`config.mk`:
```
export PLATFORM = sky130hd
export DESIGN_NAME = freq_measure
export DESIGN_NICKNAME = d
export VERILOG_FILES = /design/src/rtl/freq_pkg.sv /design/src/rtl/freq_measure_bcd_digit.sv /design/src/rtl/freq_measure.sv
export SDC_FILE = /design/constraint.sdc
export NUM_CORES = 1
export LEC_CHECK = 0
export CORE_ASPECT_RATIO = 1.75
export CORE_MARGIN = 5
export CORE_UTILIZATION = 30
export CTS_CLUSTER_DIAMETER = 30
export DETAILED_ROUTE_END_ITERATION = 7
export PLACE_DENSITY = 0.5
export SYNTH_ARGS = -nofsm -noshare
export SYNTH_HDL_FRONTEND = slang
export SYNTH_HIERARCHICAL = 1
export SYNTH_SLANG_ARGS = --single-unit
```
`constraint.sdc`:
```
create_clock -name sys_clk -period 8.73 [get_ports sys_clk]
set_clock_uncertainty 0.2 [all_clocks]
set_input_delay 2.619 -clock sys_clk [delete_from_list [all_inputs] [get_ports sys_clk]]
set_output_delay 2.619 -clock sys_clk [all_outputs]
set_load 0.02 [all_outputs]
```
`src/rtl/freq_pkg.sv`:
```
// freq_pkg: shared constants and FSM state type for the frequency counter.
package freq_pkg;
  localparam int DIGITS_DEF = 8;
  localparam int BCD_W = 4;
  typedef enum logic {IDLE, COUNT} state_t;
endpackage

```
`src/rtl/freq_measure_bcd_digit.sv`:
```
// bcd_digit: one decade of a ripple-carry BCD counter with synchronous clear.
module bcd_digit
  import freq_pkg::*;
(
  input  logic             clk,
  input  logic             rst,
  input  logic             clear,
  input  logic             en,
  input  logic             cin,
  output logic [BCD_W-1:0] digit,
  output logic             cout
);
  assign cout = cin & (digit == BCD_W'(9));
  always_ff @(posedge clk or posedge rst)
    if (rst) digit <= '0;
    else if (clear) digit <= '0;
    else if (en && cin) digit <= cout ? '0 : digit + 1'b1;
endmodule

```
`src/rtl/freq_measure.sv`:
```
// freq_measure: counts synchronised sig_in rising edges inside each c_clk gate window, BCD result.
module freq_measure
  import freq_pkg::*;
#(
  parameter int DIGITS = DIGITS_DEF
) (
  input  logic                     sys_clk,
  input  logic                     reset,
  input  logic                     c_clk,
  input  logic                     sig_in,
  output logic [BCD_W*DIGITS-1:0]  freq_bcd,
  output logic                     valid,
  output logic                     overflow
);
  logic [2:0] sync;
  logic gate_r, primed, win_ovf, rise, fall, edge_det, sat, inc, done;
  logic [DIGITS:0] carry;
  logic [BCD_W*DIGITS-1:0] cnt;
  state_t state, state_n;
  // primed blocks a false rise when reset releases with the gate already high
  assign rise = primed & c_clk & ~gate_r;
  assign fall = ~c_clk & gate_r;
  assign edge_det = sync[1] & ~sync[2];
  assign sat = carry[DIGITS];
  assign carry[0] = 1'b1;
  always_comb begin
    state_n = (state == IDLE && rise) ? COUNT : (state == COUNT && fall) ? IDLE : state;
    done = (state == COUNT) & fall;
    inc = (state == COUNT) & ~fall & edge_det & ~sat;
  end
  always_ff @(posedge sys_clk or posedge reset) begin
    if (reset) begin
      sync <= '0;
      gate_r <= 1'b0;
      primed <= 1'b0;
      state <= IDLE;
      win_ovf <= 1'b0;
      freq_bcd <= '0;
      valid <= 1'b0;
      overflow <= 1'b0;
    end else begin
      sync <= {sync[1:0], sig_in};
      gate_r <= c_clk;
      primed <= 1'b1;
      state <= state_n;
      valid <= done;
      if (rise) win_ovf <= 1'b0;
      else if (state == COUNT && !fall && edge_det && sat) win_ovf <= 1'b1;
      if (done) begin
        freq_bcd <= cnt;
        overflow <= win_ovf;
      end
    end
  end
  for (genvar i = 0; i < DIGITS; i++) begin : g_digit
    bcd_digit u_digit (
      .clk(sys_clk),
      .rst(reset),
      .clear(rise),
      .en(inc),
      .cin(carry[i]),
      .digit(cnt[BCD_W*i +: BCD_W]),
      .cout(carry[i+1])
    );
  end
endmodule

```
==> results.toml, run 1 <==
[clock_tree]
cts-root-buf = "clkbuf_16"
cts-hold-fix-buffers = 0
cts_buffers = 9
clockBufferDepth = 2
htreeDepth = 3
clock_latency_ps = 320
cts_num_sinks = 73
cts_tree = "done"
cts_resized = 0
clk_pin_slew_worst_paths_ps = 50
postCtsSetupBuffers = 0

[route]
dr.pass1.iters = 4
via_count = 2339
vias_per_cell = 4.80
ant_nets = 0
drt_wl_total_um = 7090
drtIter0Drc = 97
wl_per_cell_um = 14.6
drc = 0

[synth]
synth_seq_cells = 73
yosysUniqueCellTypes = 21
netlist_instances = 299
synth_largest_area_cell = "dfrtp_1"
avgSynthCellArea_um2 = 11.7
synth_warnings = 6
syn_area_um2 = 3500
seq_area_frac_synth = 0.521
synthTopCellsByArea = "dfrtp_1, mux2_4, ha_1"
synth_top_area_frac = 0.521

[die]
core-area_um2 = 11500
die_y_um = 153
die_area_um2 = 14000
io_pins = 38
fp.dieW_um = 91.7
start_util = 0.304
rows = 52

[cells_and_area]
final.fill_count = 1135
area_growth_pct = 22.7
final_cell_mix = "dfrtp_1, clkdlybuf4s50_1, nand2_1"
nets = 369
final_common_cell = "dfrtp_1"
drive_above_1_share = 0.156
final_util = 0.373
n_antenna_cell = 0

[setup_path]
r2r_setup_slack_ps = 4980
reg2reg_from = "g_digit[0].u_digit/digit[0]"
crit_chain = "clkdlybuf4s50_1 > nand2b_1 > nand4b_1 > nor2_1 > buf_4 > nand2_1 > or3_1 > a31oi_1"
crit_arrival_ps = 4440
crit_type = "in2reg"
cpMaxStageDelayCell = "clkdlybuf4s50_1"
r2r_cells = 15
cp_max_fo = 16
critical_path.max_stage_delay_ps = 510
start_kind = "input pin"
rr_endpoint = "g_digit[3].u_digit/digit[3]"
critical_path_required_ps = 8760
critical_path_buf_inv_count = 2
crit_path_end_kind = "flip-flop"
crit_family = "simple AND/OR/NAND/NOR gates"

[sta]
max_slew.worst_pin.slew_ps = 1100
hold_violations = 0
rsz0062_at_grt = "false"
setup_viol = 0
post-route-period-util = 0.505
slew_viol_final = 0
max_freq_mhz = 227
maxSlewHeadroom = 0.269
min_period_ps = 4410
tns_ps = 0
finalWorstSetupSlack_ps = 4320

[placement]
numPortBuffers = 37
dpl.hpwl_um = 4900
gp_congestion = 0.829
preCtsSetupSlack_ps = 3980

[min_path]
hold_path_end = "sync[1]"
min-delay-path-class = "reg2reg"
hold_path_depth = 0
hold_start = "sync[0]"

[power_and_ir_drop]
power.density_nw_per_um2 = 181
vdd_drop_max_mv = 0.0820
power_leakage_nw = 2.11

[global_routing]
antenna_found_initial = 0
overflow = 0
grt_max_degree = 37
grt_use_total = 0.110
grt_pass1_wl_um = 12300
first_global_vias = 2539

[outcome]
status = "finished, final reports clean"

[flow_run]
drv_cap = 0
[final cells by class]
cell class / instances / area [um2] / area share
clock buffers: 14 / 264 / 0.0614
inverters: 19 / 71.3 / 0.0166
multi-input cells: 207 / 1580 / 0.368
flip-flops and latches: 73 / 1830 / 0.425
well taps: 135 / 169 / 0.0393
repair buffers: 39 / 385 / 0.0896
[flip-flops by register name, summed over array words and instances (netlist names)]
register,count
freq_bcd,32
g_digit.u_digit/digit,32
gate_r,1
overflow,1
primed,1
state,1
sync,3
valid,1
win_ovf,1
[cells in the mapped netlist, drive strengths merged]
cell type / count
dfrtp: 73
nand2: 36
mux2: 33
a21oi: 24
or3: 24
inv: 19
ha: 16
nand3: 16
nand3b: 10
nor2: 9
a31oi: 8
and2: 8
and3b: 8
mux2i: 8
buf: 3
conb: 1
nand2b: 1
nand4b: 1
o21ai: 1
[metal layers]
metal | part of all wire | GRT usage
met1 | 0.43 | 0.126
met3 | 0.029 | 0.0266
met4 | 0.028 | 0.0595
met2 | 0.51 | 0.187
met5 | 0 | 0
[how the worst max path moves through the flow]
stage	startpoint	to	cells past startpoint	slack, ps
3_5_place_dp	c_clk	g_digit[0].u_digit/digit[3]	8	3980
3_3_place_gp	c_clk	g_digit[0].u_digit/digit[3]	8	4020
5_1_grt	c_clk	g_digit[5].u_digit/digit[3]	8	4140
2_1_floorplan	c_clk	g_digit[0].u_digit/digit[3]	6	4350
6_report	c_clk	g_digit[3].u_digit/digit[3]	8	4320
4_1_cts	c_clk	g_digit[5].u_digit/digit[3]	8	4310
[cell families after synthesis]
logic type / synth area share
AOI/OAI and AO/OA: 0.0500
adders and majority gates: 0.0571
buffers and inverters: 0.0300
DFF: 0.521
muxes: 0.160
other: 0.00107
and+or+nand+nor: 0.180
[worst reg2reg max path, delay by kind of cell, from the launching register on]
kind / cells / cell delay [ps]
compound gates: 1 / 170
fa+ha+maj: 1 / 240
simple gates: 12 / 2370
flops: 1 / 440
buf+inv: 1 / 230
[where the power goes]
group	total [mW]	internal [mW]	switching, mW
Sequential	0.367	0.354	0.0125
Combinational	0.0815	0.0408	0.0407
Clock	0.331	0.205	0.126
[per-stage QoR]
step	area [um2]	cells	power, mW	hold slack, ps
floorplan	3510	302	0.421	131
global placement	4040	473	0.455	147
detailed placement	4040	473	0.456	146
CTS	4300	487	0.793	158
global route	4300	487	0.818	166
finish	4300	487	0.779	153
No activity file was read; power rests on OpenSTA's default activity.
==> run 2: changes to the inputs <==
- PLACE_DENSITY: 0.5 -> 0.51
- clock period: 8.73 -> 4 ns (I/O delays scaled with it)
==> run 2 against run 1 <==
Die area unchanged; combinational power up 120%; cell count up 0.41%; critical path depth up 7; highest routed layer unchanged.
==> results.toml, run 2 (same netlist as run 1, synthesis figures left out) <==
[setup_path]
start_kind = "flip-flop"
r2r_cells = 15
crit_start = "g_digit[0].u_digit/digit[0]"
reg2reg_from = "g_digit[0].u_digit/digit[0]"
crit_path_end_kind = "flip-flop"
r2r_setup_slack_ps = 350
critical_path_required_ps = 4030
crit_type = "reg2reg"
cp_max_fo = 16
crit_end = "g_digit[2].u_digit/digit[3]"
rr_endpoint = "g_digit[2].u_digit/digit[3]"
crit_arrival_ps = 3690

[die]
io_pins = 38
die_area_um2 = 14000
start_util = 0.304
rows = 52
fp.dieW_um = 91.7
die_y_um = 153
core-area_um2 = 11500

[global_routing]
use_met2 = 0.181
grt_use_met1 = 0.121
top_usage_layer = "met2"
grt_max_degree = 36
antenna_found_initial = 0
grt_pass1_wl_um = 12000
use_met3 = 0.0305
overflow = 0
grt_use_total = 0.107
first_global_vias = 2424

[sta]
hold_violations = 0
max_freq_mhz = 274
finalWorstSetupSlack_ps = 348
slew_viol_final = 0
rsz0062_at_grt = "false"
maxSlewHeadroom = 0.550
hold_slack_ps = 169
tns_ps = 0
min_period_ps = 3650
max_slew.worst_pin.slew_ps = 675
setup_viol = 0
post-route-period-util = 0.913

[route]
vias_per_cell = 4.78
wl_per_cell_um = 14.1
ant_nets = 0
drc = 0
via_count = 2335
drt_wl_total_um = 6900
dr.pass1.iters = 4
drtIter0Drc = 125

[power_and_ir_drop]
power.total_mw = 1.77
power.density_nw_per_um2 = 407
vdd_drop_max_mv = 0.170
power_leakage_nw = 2.14

[clock_tree]
postCtsSetupBuffers = 0
cts_tree = "done"
clockBufferDepth = 2
cts_buffers = 9
cts_resized = 0
clk_pin_slew_worst_paths_ps = 60
clock_latency_ps = 320
cts-hold-fix-buffers = 0
cts-root-buf = "clkbuf_16"
htreeDepth = 3
cts_num_sinks = 73

[cells_and_area]
multi_input_area_um2 = 1580
n_antenna_cell = 0
final_util = 0.378
reg_top3 = "freq_bcd: 32 flops, g_digit.u_digit/digit: 32 flops, sync: 3 flops"
final.fill_count = 1101
regArea_um2 = 1830
area_growth_pct = 24.2
drive_above_1_share = 0.167
final_cell_mix = "dfrtp_1, clkdlybuf4s50_1, nand2_1"
nets = 370
final_common_cell = "dfrtp_1"

[flow_run]
drv_cap = 0

[min_path]
hold_path_depth = 0
min-delay-path-class = "reg2reg"

[placement]
gp_congestion = 0.755
numPortBuffers = 37
dpl.hpwl_um = 4910
preCtsSetupSlack_ps = 367

[outcome]
status = "finished, final reports clean"
-- run 2: worst min-delay path by stage --
stage	startpoint	endpoint	slack, ps
3_5_place_dp	sync[0]	sync[1]	160
3_3_place_gp	sync[0]	sync[1]	130
2_1_floorplan	sync[0]	sync[1]	130
6_report	sync[0]	sync[1]	170
5_1_grt	sync[0]	sync[1]	180
4_1_cts	sync[0]	sync[1]	170
-- run 2: per-stage QoR --
step	area, um2	instances
floorplan	3510	302
global placement	4060	474
detailed placement	4060	474
CTS	4350	489
global route	4350	489
finish	4350	489
-- run 2: cell type report --
class	instances	area share
Tap cell	135	0.0388
Clock buffer	12	0.0589
Multi-Input combinational cell	207	0.364
Timing Repair Buffer	40	0.0932
Sequential cell	73	0.420
Clock inverter	3	0.00920
Inverter	19	0.0164
-- run 2: where the power goes --
group	internal (mW)	total [mW]	switching, mW
clock	0.511	0.789	0.279
sequential	0.773	0.800	0.0266
combinational	0.0908	0.180	0.0888
-- run 2: metal layers --
metal,vias to the layer above,part of all wire
met5,-,0
met4,0,0.016
met3,7,0.027
met2,42,0.52
met1,1152,0.44
li1,1134,-
-- run 2: critical path, cell delays in order, from the launching register on --
cell     delay [ps]
dfrtp_1         430
ha_1            230
and3b_1         190
and2_2          210
and2_2          180
and2_2          180
and2_2          180
and2_2          190
and2_2          180
and2_2          180
and2_2          180
nor2_1          100
buf_4           220
nand2_1         140
or3_1           360
a31oi_1         190
==> RTL edit 1 (config.mk and constraints of run 2) <==
The package constant `BCD_W` goes from 4 to 3.
--- a/src/rtl/freq_pkg.sv
+++ b/src/rtl/freq_pkg.sv
@@ -1,7 +1,7 @@
 // freq_pkg: shared constants and FSM state type for the frequency counter.
 package freq_pkg;
   localparam int DIGITS_DEF = 8;
-  localparam int BCD_W = 4;
+  localparam int BCD_W = 3;
   typedef enum logic {IDLE, COUNT} state_t;
 endpackage
 
Interface: changed (resized freq_bcd); port bits go from 38 to 30. The function was not compared with the original's and may differ.
==> RTL edit 1 against run 2 <==
Routed wire length fell by 13%. Hold slack got worse by 0.0063 ns. Sequential power fell by 24%. Setup slack got worse by 0.16 ns. Synthesized area fell by 16%. Sequential cell count fell by 16. Power fell by 11%. Critical path type unchanged. Highest routed layer unchanged. Non-clock buffer count fell by 4. Global-route usage rose by 0.17 points. Critical endpoint is now g_digit[4].u_digit/digit[2]$_DFFE_PP0P_. Die area fell by 14%. Core utilization rose by 1.5 points. Design area fell by 12%.
==> RTL edit 1: results (changes against run 2) <==
- Main synth FF type: dfrtp_1 (unchanged)
- Initial antenna violation count: 0 (unchanged)
- Routability cong.: 0.7899 (was 0.7546)
- Met1 WL: 2.361 mm (was 3.017 mm)
- H-tree depth: 3 (unchanged)
- Num CTS Buffers: 9 (unchanged)
- Net count, final: 288 (was 370)
- Final Hold Violating Endpoints: 0 (unchanged)
- Vias in the first global route: 1,979 (was 2,424)
- Post-detail-place hpwl: 4.079 mm (was 4.910 mm)
- Synth top cells by count: dfrtp_1 (57), inv_1 (19), mux2_4 (19) (was dfrtp_1 (73), nand2_1 (36), mux2_4 (29))
- Clk_lat worst skew: 0.33 ns
- Outcome: completed (unchanged)
- Regs by FF count: freq_bcd (24), g_digit.u_digit/digit (24), sync (3) (was freq_bcd (32), g_digit.u_digit/digit (32), sync (3))
- Hold crit path type: reg2reg (unchanged)
- Max clock buf depth: 2 (unchanged)
- Synth top area cells: dfrtp_1 (48%), mux2_4 (9.7%), ha_1 (6.8%), nand4bb_1 (6.1%), o32ai_2 (4.4%) (was dfrtp_1 (52%), mux2_4 (12%), ha_1 (5.7%), or3_1 (4.3%), nand2_1 (3.9%))
- Uppermost layer routed: met4 (unchanged)
- Slowest cell on crit path: dfrtp_1 (unchanged)
- Post-CTS Resized: 0 (unchanged)
- Port bufs: 29 (was 37)
- Slew @ Worst Pin: 0.5185 ns (was 0.6754 ns)
- Post-synth ARST share: 1.000 (unchanged)
- Initial drt markers: 77 (was 125)
- Pre-Repair DR Iteration Count: 4 (unchanged)
- Worst path top cell family by delay: simple AND/OR/NAND/NOR gates (unchanged)
- DR WL met3: 177 um (was 189 um)
- Post-synth cell types: 23 (was 21)
- Clock root buffer: clkbuf_16 (unchanged)
- Total leakage power: 1.837 nW (was 2.140 nW)
- Sequential area share after synthesis: 0.4828 (was 0.5214)
- Vias per inst: 4.631 (was 4.775)
- Diodes inserted: 0 (unchanged)
- Routed wire length: 5.967 mm (was 6.897 mm)
- Filler cell count: 955 (was 1,101)
- CP max FO: 32 (was 16)
- Pin count of the biggest net entering global routing: 49 (was 36)
- Final slew viol count: 0 (unchanged)
- First-pass GRT wire length: 10.12 mm (was 11.95 mm)
- Ys Warns: 6 (unchanged)
- Clock-pin transition on the worst setup and hold timing paths: 0.05 ns
- Layout cells sized above 1: 0.3004 (was 0.1667)
- Max IR drop VDD: 199.8 uV (was 170.3 uV)
- DP Worst Slack: 0.2012 ns (was 0.3670 ns)
- Global Route Usage Sum: 0.1089 (was 0.1072)
- Max stage delay on crit path: 0.42 ns
- WL met2: 3.268 mm (was 3.578 mm)
==> RTL edit 1: cell count changes after synthesis, sizes merged, moves of 16 or more <==
cell | before | now
nand2 | 36 | 4
a21oi | 24 | 0
or3 | 24 | 0
nand4bb | 0 | 16
dfrtp | 73 | 57
==> RTL edit 1: logic make-up after synthesis <==
family	synth area share
and+or+nand+nor	0.2037
DFF	0.4828
muxes	0.1499
buffers and inverters	0.03177
AOI/OAI and AO/OA	0.06268
adders and majority gates	0.06777
other	0.001269
==> RTL edit 1: per-stage QoR <==
step	instances	TNS, ns	cell area (sq um)
5_1_grt	398	-0.002647	3822
6_report	398	0	3822
3_5_place_dp	379	0	3460
2_1_floorplan	223	0	2980
4_1_cts	395	0	3800
3_3_place_gp	379	0	3460
==> RTL edit 1: final timing paths <==
check / start / end / slack, ns / cells past startpoint
setup / recovery: g_digit[0].u_digit/digit[0]$_DFFE_PP0P_ / g_digit[4].u_digit/digit[2]$_DFFE_PP0P_ / 0.19 / 13
hold / removal: sync[0]$_DFF_PP0_ / sync[1]$_DFF_PP0_ / 0.16 / 0
setup reg to reg: g_digit[0].u_digit/digit[0]$_DFFE_PP0P_ / g_digit[4].u_digit/digit[2]$_DFFE_PP0P_ / 0.19 / 13
hold reg to reg: sync[0]$_DFF_PP0_ / sync[1]$_DFF_PP0_ / 0.16 / 0
max in group asynchronous: reset / freq_bcd[2]$_DFFE_PP0P_ / 1.79 / 3
min in group asynchronous: reset / g_digit[3].u_digit/digit[1]$_DFFE_PP0P_ / 1.17 / 2
==> RTL edit 1: what timing repair did <==
| item | CTS | global route |
|---|---|---|
| endpoints found under the hold margin | 0 | 0 |
| setup buffers | 0 | 3 |
| endpoints found under the setup margin | 0 | 10 |
| hold buffers | 0 | 0 |
==> RTL edit 1: final cells by class <==
cell class                 instances  share of cell area
multi-input combinational        145              0.3820
sequential                        57              0.3732
timing repair buffer              36             0.09624
clock buffer                      12             0.06972
tap                              125             0.04092
clock inverter                     4             0.01931
inverter                          19             0.01866
==> RTL edit 1: report_power, final <==
| part | switching (mW) | internal (mW) |
|---|---|---|
| logic | 0.0582 | 0.0527 |
| clock network | 0.263 | 0.595 |
| registers | 0.0128 | 0.594 |
| total | 0.334 | 1.24 |
==> RTL edit 1: per-layer routing <==
layer,vias up,global-route usage
met5,-,0
met4,0,0.06005
met3,10,0.03080
met2,22,0.1910
met1,932,0.1155
li1,879,-
==> RTL edit 2 (config.mk and constraints of run 2) <==
Made on the original files. Put one more register stage on the output `freq_bcd`, with the module's reset. The value now appears one clock later. The other outputs are not delayed to match.
--- a/src/rtl/freq_measure.sv
+++ b/src/rtl/freq_measure.sv
@@ -12,6 +12,8 @@
   output logic                     valid,
   output logic                     overflow
 );
+
+  logic [BCD_W*DIGITS-1:0] freq_bcd_s0;
   logic [2:0] sync;
   logic gate_r, primed, win_ovf, rise, fall, edge_det, sat, inc, done;
   logic [DIGITS:0] carry;
@@ -35,7 +37,7 @@
       primed <= 1'b0;
       state <= IDLE;
       win_ovf <= 1'b0;
-      freq_bcd <= '0;
+      freq_bcd_s0 <= '0;
       valid <= 1'b0;
       overflow <= 1'b0;
     end else begin
@@ -47,7 +49,7 @@
       if (rise) win_ovf <= 1'b0;
       else if (state == COUNT && !fall && edge_det && sat) win_ovf <= 1'b1;
       if (done) begin
-        freq_bcd <= cnt;
+        freq_bcd_s0 <= cnt;
         overflow <= win_ovf;
       end
     end
@@ -63,5 +65,13 @@
       .cout(carry[i+1])
     );
   end
+  always_ff @(posedge sys_clk or posedge reset) begin
+    if (reset) begin
+      freq_bcd <= '0;
+    end else begin
+      freq_bcd <= freq_bcd_s0;
+    end
+  end
+
 endmodule
 
Check against the original RTL: not equivalent (Yosys sat finds a counterexample within 10 cycles, from zero or initial values and one cycle with reset high).
==> RTL edit 2 against run 2 <==
Synthesized area rose by 23%. Routed wire length rose by 15%. Clock power increased by 14%. First-iteration DRC count is 29% higher. Design area up 21%. Power increased by 27%. Sequential share of layout area up 8.1 points. Sequential cell count up 32. Maximum frequency shrank 1.7%. Setup slack lost 0.065 ns. Largest cell class unchanged. Largest power group unchanged. Highest routed layer unchanged.
==> RTL edit 2: results (changes against run 2) <==
- Initial drt markers: 161 (was 125)
- Placed cell count: 552 (was 474)
- DR WL met3: 171 um (was 189 um)
- First-pass GRT wire length: 13.50 mm (was 11.95 mm)
- Max IR drop VDD: 214.0 uV (was 170.3 uV)
- Outcome: completed (unchanged)
- Die ar.: 0.01694 sq mm (was 0.01402 sq mm)
- Final clock-cell share: 0.05957 (was 0.06814)
- Filler cell count: 1,403 (was 1,101)
- Seq cells: 105 (was 73)
- Synth top area cells: dfrtp_1 (61%), mux2_4 (10%), ha_1 (4.7%), or3_1 (3.5%), nand2_1 (3.1%) (was dfrtp_1 (52%), mux2_4 (12%), ha_1 (5.7%), or3_1 (4.3%), nand2_1 (3.9%))
- Compound-Gate Fraction of Synth Area: 0.04070 (was 0.05000)
- Sequential area share after synthesis: 0.6105 (was 0.5214)
- Vias in the first global route: 2,735 (was 2,424)
- Sequential cell area: 0.002628 sq mm (was 0.001827 sq mm)
- Pin count of the biggest net entering global routing: 74 (was 36)
- Arr. time, crit path: 3.77 ns (was 3.69 ns)
- Met2 Use GR: 0.1808 (was 0.1814)
- WL met2: 4.318 mm (was 3.578 mm)
- Multiplexer area fraction after synthesis: 0.1302 (was 0.1600)
- NetSw: 510.2 uW (was 393.9 uW)
- Signal buffers share of area: 0.08173 (was 0.09316)
- Synth top cells by count: dfrtp_1 (105), nand2_1 (36), mux2_4 (29) (was dfrtp_1 (73), nand2_1 (36), mux2_4 (29))
- Multi-input logic area: 0.001585 sq mm (was 0.001583 sq mm)
- Layout cells sized above 1: 0.1649 (was 0.1667)
- CP max FO: 14 (was 16)
- WL/cell: 13.98 um (was 14.10 um)
- Post-detail-place hpwl: 5.557 mm (was 4.910 mm)
- Clock buf count: 11 (was 12)
- Overall power consumption: 2.243 mW (was 1.769 mW)
- Routability cong.: 0.7301 (was 0.7546)
- Met1 GRT Util: 0.1116 (was 0.1214)
## RTL edit 2: final timing paths
path	start	endpoint	slack [ns]	cells past startpoint
worst min-delay path	sync[0]$_DFF_PP0_	sync[1]$_DFF_PP0_	0.15	0
worst max-delay path	g_digit[0].u_digit/digit[0]$_DFFE_PP0P_	g_digit[6].u_digit/digit[3]$_DFFE_PP0P_	0.28	15
worst max register to register	g_digit[0].u_digit/digit[0]$_DFFE_PP0P_	g_digit[6].u_digit/digit[3]$_DFFE_PP0P_	0.28	15
worst min register to register	sync[0]$_DFF_PP0_	sync[1]$_DFF_PP0_	0.15	0
max in group asynchronous	reset	win_ovf$_DFFE_PP0P_	1.86	3
min in group asynchronous	reset	g_digit[4].u_digit/digit[1]$_DFFE_PP0P_	1.22	2
## RTL edit 2: timing repair
item	4_1_cts	5_1_grt
resized for setup	0	2
endpoints found under the setup margin	0	13
hold endpoints to repair	0	0
